===== src/rtl/debug_display_pager_pkg.sv =====
// Shared constants, source encodings and converter state type for the debug display pager.
package debug_pkg;

    localparam int unsigned DEF_DATA_W      = 32;
    localparam int unsigned DEF_NUM_DIGITS  = 4;
    localparam int unsigned DEF_LINE_W      = 8;
    localparam int unsigned DEF_LINE_DIGITS = 3;

    localparam int unsigned PAGES  = DEF_DATA_W / (4 * DEF_NUM_DIGITS);
    localparam int unsigned PAGE_W = (PAGES > 1) ? $clog2(PAGES) : 1;
    localparam int unsigned BCD_W  = 4 * DEF_LINE_DIGITS;

    localparam logic SRC_REG = 1'b0;
    localparam logic SRC_MEM = 1'b1;

    typedef enum logic [1:0] {
        IDLE  = 2'd0,
        SHIFT = 2'd1,
        DONE  = 2'd2
    } bcd_state_t;

    // Width of the page index for a given word/digit geometry (at least one bit).
    function automatic int unsigned page_w_of(int unsigned data_w, int unsigned num_digits);
        int unsigned pages;
        pages = data_w / (4 * num_digits);
        return (pages > 1) ? $clog2(pages) : 1;
    endfunction

    // 10^n, used to check that the BCD field can hold the largest line number.
    function automatic longint unsigned pow10(int unsigned n);
        longint unsigned r;
        r = 1;
        for (int unsigned i = 0; i < n; i++) begin
            r = r * 10;
        end
        return r;
    endfunction

endpackage


===== src/rtl/debug_display_pager_if.sv =====
// Debugger-side bus between the board controls, the peek sources and the display pager.
interface debug_display_pager_if #(
    parameter int unsigned DATA_W      = debug_pkg::DEF_DATA_W,
    parameter int unsigned NUM_DIGITS  = debug_pkg::DEF_NUM_DIGITS,
    parameter int unsigned LINE_DIGITS = debug_pkg::DEF_LINE_DIGITS
);
    localparam int unsigned PAGE_W = debug_pkg::page_w_of(DATA_W, NUM_DIGITS);

    logic [9:0]               switches;
    logic                     page_btn;
    logic                     auto_en;
    logic [DATA_W-1:0]        regData;
    logic [DATA_W-1:0]        memData;
    logic [31:0]              address;
    logic [4:0]               regToPeek;
    logic [31:0]              memToPeek;
    logic [4*NUM_DIGITS-1:0]  dig_out;
    logic [PAGE_W-1:0]        page;
    logic [4*LINE_DIGITS-1:0] line_bcd;
    logic                     line_busy;

    modport master (
        output switches, page_btn, auto_en, regData, memData, address,
        input  regToPeek, memToPeek, dig_out, page, line_bcd, line_busy
    );

    modport slave (
        input  switches, page_btn, auto_en, regData, memData, address,
        output regToPeek, memToPeek, dig_out, page, line_bcd, line_busy
    );

endinterface


===== src/rtl/debug_display_pager_bcd_seq.sv =====
// Sequential double-dabble converter: binary line number to BCD, one bit per cycle.
module bcd_seq
    import debug_pkg::*;
#(
    parameter int unsigned LINE_W      = DEF_LINE_W,
    parameter int unsigned LINE_DIGITS = DEF_LINE_DIGITS
) (
    input  logic                     clk,
    input  logic                     rst,
    input  logic [LINE_W-1:0]        line_v,
    output logic [4*LINE_DIGITS-1:0] line_bcd,
    output logic                     line_busy
);
    localparam int unsigned BCD_BITS = 4 * LINE_DIGITS;
    localparam int unsigned CNT_W    = (LINE_W > 1) ? $clog2(LINE_W) : 1;

    if (pow10(LINE_DIGITS) <= ((64'(1) << LINE_W) - 64'(1))) begin : g_bad_digits
        $error("bcd_seq: LINE_DIGITS too small for LINE_W");
    end

    bcd_state_t          state_q, state_d;
    logic [LINE_W-1:0]   line_q,  line_d;
    logic [LINE_W-1:0]   sh_q,    sh_d;
    logic [BCD_BITS-1:0] acc_q,   acc_d;
    logic [CNT_W-1:0]    cnt_q,   cnt_d;
    logic [BCD_BITS-1:0] bcd_q,   bcd_d;
    logic                busy_q,  busy_d;
    logic [BCD_BITS-1:0] adj;

    // Next-state: latch a new line, shift LINE_W times with add-3 correction, publish.
    always_comb begin
        state_d = state_q;
        line_d  = line_q;
        sh_d    = sh_q;
        acc_d   = acc_q;
        cnt_d   = cnt_q;
        bcd_d   = bcd_q;
        busy_d  = busy_q;
        adj     = acc_q;
        for (int unsigned d = 0; d < LINE_DIGITS; d++) begin
            if (acc_q[4*d +: 4] >= 4'd5) begin
                adj[4*d +: 4] = acc_q[4*d +: 4] + 4'd3;
            end
        end
        case (state_q)
            IDLE: begin
                if (line_v != line_q) begin
                    line_d  = line_v;
                    sh_d    = line_v;
                    acc_d   = '0;
                    cnt_d   = '0;
                    busy_d  = 1'b1;
                    state_d = SHIFT;
                end
            end
            SHIFT: begin
                acc_d = {adj[BCD_BITS-2:0], sh_q[LINE_W-1]};
                sh_d  = sh_q << 1;
                cnt_d = cnt_q + 1'b1;
                if (cnt_q == CNT_W'(LINE_W - 1)) begin
                    state_d = DONE;
                end
            end
            DONE: begin
                bcd_d   = acc_q;
                busy_d  = 1'b0;
                state_d = IDLE;
            end
            default: state_d = IDLE;
        endcase
    end

    // State and output registers with synchronous reset.
    always_ff @(posedge clk) begin
        if (rst) begin
            state_q <= IDLE;
            line_q  <= '0;
            sh_q    <= '0;
            acc_q   <= '0;
            cnt_q   <= '0;
            bcd_q   <= '0;
            busy_q  <= 1'b0;
        end else begin
            state_q <= state_d;
            line_q  <= line_d;
            sh_q    <= sh_d;
            acc_q   <= acc_d;
            cnt_q   <= cnt_d;
            bcd_q   <= bcd_d;
            busy_q  <= busy_d;
        end
    end

    assign line_bcd  = bcd_q;
    assign line_busy = busy_q;

endmodule


===== src/rtl/debug_display_pager.sv =====
// Debugger display front end: peek select, coherent snapshot, hex paging and line number.
module debug_display_pager
    import debug_pkg::*;
#(
    parameter int unsigned DATA_W      = DEF_DATA_W,
    parameter int unsigned NUM_DIGITS  = DEF_NUM_DIGITS,
    parameter int unsigned LINE_W      = DEF_LINE_W,
    parameter int unsigned LINE_DIGITS = DEF_LINE_DIGITS,
    parameter int unsigned PAGE_CYCLES = 50000000
) (
    input  logic                  Clk,
    input  logic                  Rst,
    debug_display_pager_if.slave  bus
);
    localparam int unsigned SLICE_W = 4 * NUM_DIGITS;
    localparam int unsigned N_PAGES = DATA_W / SLICE_W;
    localparam int unsigned PG_W    = page_w_of(DATA_W, NUM_DIGITS);
    localparam int unsigned TIMER_W = (PAGE_CYCLES > 2) ? $clog2(PAGE_CYCLES) : 1;

    if ((DATA_W % SLICE_W) != 0) begin : g_bad_data_w
        $error("debug_display_pager: DATA_W must be a multiple of 4*NUM_DIGITS");
    end
    if (PAGE_CYCLES < 2) begin : g_bad_page_cycles
        $error("debug_display_pager: PAGE_CYCLES must be >= 2");
    end

    logic [9:0]         sw_q,        sw_d;
    logic               btn_q,       btn_d;
    logic               reload_q,    reload_d;
    logic [4:0]         reg_peek_q,  reg_peek_d;
    logic [31:0]        mem_peek_q,  mem_peek_d;
    logic [DATA_W-1:0]  snap_q,      snap_d;
    logic [PG_W-1:0]    page_q,      page_d;
    logic [TIMER_W-1:0] timer_q,     timer_d;
    logic [SLICE_W-1:0] dig_q,       dig_d;
    logic               btn_rise;
    logic               tmo;
    logic [DATA_W-1:0]  src_word;
    logic               unused_addr;

    // Peek select, snapshot reload and page advance; a pending reload outranks an advance.
    always_comb begin
        sw_d       = bus.switches;
        btn_d      = bus.page_btn;
        reg_peek_d = bus.switches[4:0];
        mem_peek_d = {23'b0, bus.switches[8:0]};
        reload_d   = (bus.switches != sw_q);
        btn_rise   = bus.page_btn & ~btn_q;
        tmo        = bus.auto_en & (timer_q == TIMER_W'(PAGE_CYCLES - 1));
        src_word   = (sw_q[9] == SRC_MEM) ? bus.memData : bus.regData;
        snap_d     = snap_q;
        page_d     = page_q;
        timer_d    = bus.auto_en ? timer_q + 1'b1 : '0;
        if (reload_q) begin
            snap_d  = src_word;
            page_d  = '0;
            timer_d = '0;
        end else if (btn_rise | tmo) begin
            timer_d = '0;
            if (page_q == PG_W'(N_PAGES - 1)) begin
                page_d = '0;
                snap_d = src_word;
            end else begin
                page_d = page_q + 1'b1;
            end
        end
        dig_d = snap_q[SLICE_W * int'(page_q) +: SLICE_W];
    end

    // All paging state registered with synchronous reset.
    always_ff @(posedge Clk) begin
        if (Rst) begin
            sw_q       <= '0;
            btn_q      <= 1'b0;
            reload_q   <= 1'b0;
            reg_peek_q <= '0;
            mem_peek_q <= '0;
            snap_q     <= '0;
            page_q     <= '0;
            timer_q    <= '0;
            dig_q      <= '0;
        end else begin
            sw_q       <= sw_d;
            btn_q      <= btn_d;
            reload_q   <= reload_d;
            reg_peek_q <= reg_peek_d;
            mem_peek_q <= mem_peek_d;
            snap_q     <= snap_d;
            page_q     <= page_d;
            timer_q    <= timer_d;
            dig_q      <= dig_d;
        end
    end

    assign bus.regToPeek = reg_peek_q;
    assign bus.memToPeek = mem_peek_q;
    assign bus.dig_out   = dig_q;
    assign bus.page      = page_q;

    // Only the word-aligned line bits of the address are displayed.
    assign unused_addr = ^{bus.address[31:LINE_W+2], bus.address[1:0]};

    bcd_seq #(
        .LINE_W      (LINE_W),
        .LINE_DIGITS (LINE_DIGITS)
    ) u_bcd_seq (
        .clk       (Clk),
        .rst       (Rst),
        .line_v    (bus.address[LINE_W+1:2]),
        .line_bcd  (bus.line_bcd),
        .line_busy (bus.line_busy)
    );

endmodule

===== src/flat_wrapper.sv =====
// flat-port wrapper written by rule: the top's interface ports become plain ports
module debug_display_pager_flat import debug_pkg::*;
#(
    parameter int unsigned DATA_W      = DEF_DATA_W,
    parameter int unsigned NUM_DIGITS  = DEF_NUM_DIGITS,
    parameter int unsigned LINE_W      = DEF_LINE_W,
    parameter int unsigned LINE_DIGITS = DEF_LINE_DIGITS,
    parameter int unsigned PAGE_CYCLES = 50000000
)
  (Clk, Rst, bus_switches, bus_page_btn, bus_auto_en, bus_regData, bus_memData, bus_address, bus_regToPeek, bus_memToPeek, bus_dig_out, bus_page, bus_line_bcd, bus_line_busy);
  debug_display_pager_if #(.DATA_W(DATA_W), .NUM_DIGITS(NUM_DIGITS), .LINE_DIGITS(LINE_DIGITS)) bus_i ();
  input  logic Clk;
  input  logic Rst;
  input wire logic [$bits(bus_i.switches)-1:0] bus_switches;
  input wire logic [$bits(bus_i.page_btn)-1:0] bus_page_btn;
  input wire logic [$bits(bus_i.auto_en)-1:0] bus_auto_en;
  input wire logic [$bits(bus_i.regData)-1:0] bus_regData;
  input wire logic [$bits(bus_i.memData)-1:0] bus_memData;
  input wire logic [$bits(bus_i.address)-1:0] bus_address;
  output wire logic [$bits(bus_i.regToPeek)-1:0] bus_regToPeek;
  output wire logic [$bits(bus_i.memToPeek)-1:0] bus_memToPeek;
  output wire logic [$bits(bus_i.dig_out)-1:0] bus_dig_out;
  output wire logic [$bits(bus_i.page)-1:0] bus_page;
  output wire logic [$bits(bus_i.line_bcd)-1:0] bus_line_bcd;
  output wire logic [$bits(bus_i.line_busy)-1:0] bus_line_busy;
  assign bus_i.switches = bus_switches;
  assign bus_i.page_btn = bus_page_btn;
  assign bus_i.auto_en = bus_auto_en;
  assign bus_i.regData = bus_regData;
  assign bus_i.memData = bus_memData;
  assign bus_i.address = bus_address;
  assign bus_regToPeek = bus_i.regToPeek;
  assign bus_memToPeek = bus_i.memToPeek;
  assign bus_dig_out = bus_i.dig_out;
  assign bus_page = bus_i.page;
  assign bus_line_bcd = bus_i.line_bcd;
  assign bus_line_busy = bus_i.line_busy;
  debug_display_pager #(.DATA_W(DATA_W), .NUM_DIGITS(NUM_DIGITS), .LINE_W(LINE_W), .LINE_DIGITS(LINE_DIGITS), .PAGE_CYCLES(PAGE_CYCLES)) u_core (.Clk(Clk), .Rst(Rst), .bus(bus_i));
endmodule

===== config.mk =====
export PLATFORM = sky130hd
export DESIGN_NAME = debug_display_pager_flat
export DESIGN_NICKNAME = d
export VERILOG_FILES = /design/src/rtl/debug_display_pager_pkg.sv /design/src/rtl/debug_display_pager_if.sv /design/src/rtl/debug_display_pager_bcd_seq.sv /design/src/rtl/debug_display_pager.sv /design/src/flat_wrapper.sv
export SDC_FILE = /design/constraint.sdc
export NUM_CORES = 1
export LEC_CHECK = 0
export CAP_MARGIN = 20
export CORE_AREA = 2 2 123 125
export DETAILED_ROUTE_END_ITERATION = 7
export DIE_AREA = 0 0 125 127
export PLACE_DENSITY = 0.83
export SLEW_MARGIN = 30
export SYNTH_ARGS = -nofsm -noshare
export SYNTH_HDL_FRONTEND = slang
export SYNTH_SLANG_ARGS = --single-unit
export TNS_END_PERCENT = 1

===== constraint.sdc =====
create_clock -name Clk -period 1.85 [get_ports Clk]
set_input_delay 0.555 -clock Clk [delete_from_list [all_inputs] [get_ports Clk]]
set_output_delay 0.555 -clock Clk [all_outputs]
set_load 0.005 [all_outputs]

==> results.cfg <==
[outcome]
status = finished with violations
violations = setup timing

[route]
drc = 0
dr.pass1.iters = 4
post_drt_wl_per_cell_um = 13.3
routed_via_density = 4.77
drtIter0Drc = 213
dr_total_vias = 4759
drt-total-wl_um = 13300
ant_nets = 0

[floorplan]
start_util_pct = 42.3
die-area_um2 = 15900
ios = 177
core_um2 = 14400
rows = 44
die_h_um = 127
fp.dieW_um = 125

[global_route]
gr-total-overflow = 0
antenna_found_initial = 0
grt_pass1_wl_um = 21200
track_usage_pct = 16.5
grt_pass1_vias = 4531
grt_max_degree = 107

[worst_setup_path]
max_stage_delay_ns = 0.51
worst_setup_path_end_kind = flop
worst_ep_required_time_ns = 2.19
path_max_fanout = 2
path_class = in -> reg
cp_cell_sequence = clkdlybuf4s50_1 -> buf_4 -> nand4b_1 -> or4_4 -> buf_6 -> a21o_1 -> a21boi_1
start_kind = input pin
slowest_stage = clkdlybuf4s50_1
r2r-start = u_core.timer_q[18]
crit_arrival_ns = 2.25
startpoint = bus_auto_en

[cells_and_area]
final_area_um2 = 8460
seqCellArea_um2 = 2680
finalNetCount = 921
num-fill-cells = 1239
drive_gt1_share_pct = 19.2
mostFrequentLayoutCells = dfxtp_1 (121), clkdlybuf4s50_1 (112), nor2_1 (96), mux2i_1 (58), buf_4 (49)
multi_input_area_um2 = 3110
area_growth_pct = 38.6
final_common_cell = dfxtp_1
antenna_cells = 0

[synthesis]
seq_area_frac_synth_pct = 43.6
ys_warn_count = 0
netlist_area_um2 = 6110
synth.area.top_cells = dfxtp_1 (44%), mux2i_1 (9.7%), mux2_2 (5.9%)
syn_avg_cell_area_um2 = 9.50
yosys.cell_types.count = 48
netlist_instances = 643
synth_top_cell_by_area = dfxtp_1
synth_top_area_share_pct = 43.6
synth_seq_cells = 133

[clock_network]
cts_tree = done
cts_sinks = 133
hold_buffers = 0
clk_latency_ns = 0.41
cts_buffers = 17
ctsRootBufferMaster = clkbuf_16
clock_path_buffers = 2
clk_pin_slew_ns = 0.05
htree_levels = 4

[placed_design]
port_buffers = 129
place_congestion = 0.827
placed_area_um2 = 7800
dp_hpwl_um = 9430

[timing]
grt_setup_unrepaired = yes
period_share_pct = 103
setup_tns_ns = -0.346
whs_ns = 0.446
maxSlewViolCount = 0
fmax_mhz = 524
setup_violations = 24
finalHoldViolCount = 0
fin_skew_ns = 0.00626
setup_slack_ns = -0.0575
min_period_ns = 1.91

[power_and_ir_drop]
vdd_drop_max_mv = 0.675
p_leak_nw = 3.51
finalPower_mw = 6.84
powerDensity_nw_per_um2 = 808

[run]
maxCapViolations = 0

[min_path]
hp-start = u_core.u_bcd_seq.sh_q[4]
min_path_type = reg -> reg
[critical path: cells and delay by family]
kind,cells,cell delay (ns)
buffers and inverters,3,0.78
AND/OR/NAND/NOR,2,0.63
AO/OA/AOI/OAI,2,0.28
[stage by stage]
stage / utilization [%] / std cells / setup WS (ns)
after floorplan: - / 665 / 0.0228
after global placement: 54.1 / 964 / -0.435
after detailed placement: 54.1 / 964 / -0.469
after CTS: 57.9 / 995 / -0.0562
after global routing: 58.7 / 998 / -0.109
final: 58.7 / 998 / -0.0575
[path summary, 6_finish.rpt]
kind                            slack (ns)                        to  depth (start not counted)
worst max-delay path                 -0.06           u_core.bus.page                          7
worst min-delay path                  0.45  u_core.u_bcd_seq.sh_q[4]                          2
worst max register to register       -0.05         u_core.snap_q[11]                          6
worst min register to register        0.45  u_core.u_bcd_seq.sh_q[4]                          2
[what timing repair did]
item | in CTS | in global routing
setup buffers | 0 | 2
gates resized for setup | 11 | 29
gates cloned | 0 | 1
setup endpoints to repair | 46 | 100
endpoints found under the hold margin | 0 | 0
pin swaps | 3 | 6
[power breakdown]
part / total, mW / internal [mW] / switching [mW]
Sequential: 3.05 / 2.98 / 0.0671
Combinational: 0.772 / 0.470 / 0.302
Clock: 3.01 / 1.84 / 1.18
[cell usage after synthesis (all sizes together)]
cell type  count
clkbuf        21
nand3         15
o21ai          5
or4            1
nor4b          1
buf           48
a31oi          1
a22oi         10
o21bai         1
nor2         103
or4b           2
nor3           2
and2           1
nor4           4
a2bb2oi        1
and3           5
and3b          1
a21o           1
nand2b         8
mux2          32
inv           17
nand2         43
xor2          27
a21boi         1
ha             9
and4           4
nor2b         12
nor3b          5
o31ai          4
nand4b         1
mux2i         59
nand4          8
xnor2         19
a41oi          1
o2bb2a         7
dfxtp        133
conb           1
or2            1
a21oi         28
[layer usage]
| layer | global-route usage, % | routed length [µm] |
|---|---|---|
| met3 | 4.77 | 505 |
| met5 | 0 | 0 |
| met1 | 19.3 | 5720 |
| met4 | 5.36 | 190 |
| met2 | 29.2 | 6910 |
[final cells by class]
| class | instances | area share, % |
|---|---|---|
| Tap cell | 184 | 2.72 |
| Sequential cell | 133 | 31.6 |
| Inverter | 17 | 0.754 |
| Timing Repair Buffer | 187 | 21.8 |
| Clock buffer | 23 | 5.76 |
| Clock inverter | 8 | 0.606 |
| Multi-Input combinational cell | 446 | 36.7 |
[logic make-up after synthesis]
family                     Yosys count  synth area share (%)
and+or+nand+nor                    217                  17.5
DFF                                133                  43.6
muxes                               91                  15.6
buffers and inverters               86                  8.24
AOI/OAI and AO/OA                   60                  6.58
xor gates and xnor gates            46                  6.60
adders and majority gates            9                  1.84
other                                1                0.0614
[state kept, by name, indices dropped and copies added (netlist names)]
register                    cells
u_core.u_bcd_seq.state_q        2
u_core.u_bcd_seq.sh_q           8
u_core.timer_q                 26
u_core.sw_q                    10
u_core.btn_q                    1
u_core.u_bcd_seq.line_bcd      12
u_core.u_bcd_seq.line_q         8
u_core.bus.page                 1
u_core.reload_q                 1
u_core.snap_q                  32
u_core.u_bcd_seq.line_busy      1
u_core.u_bcd_seq.acc_q         12
u_core.u_bcd_seq.cnt_q          3
u_core.bus.dig_out             16
(Power assumes the default switching activity.)
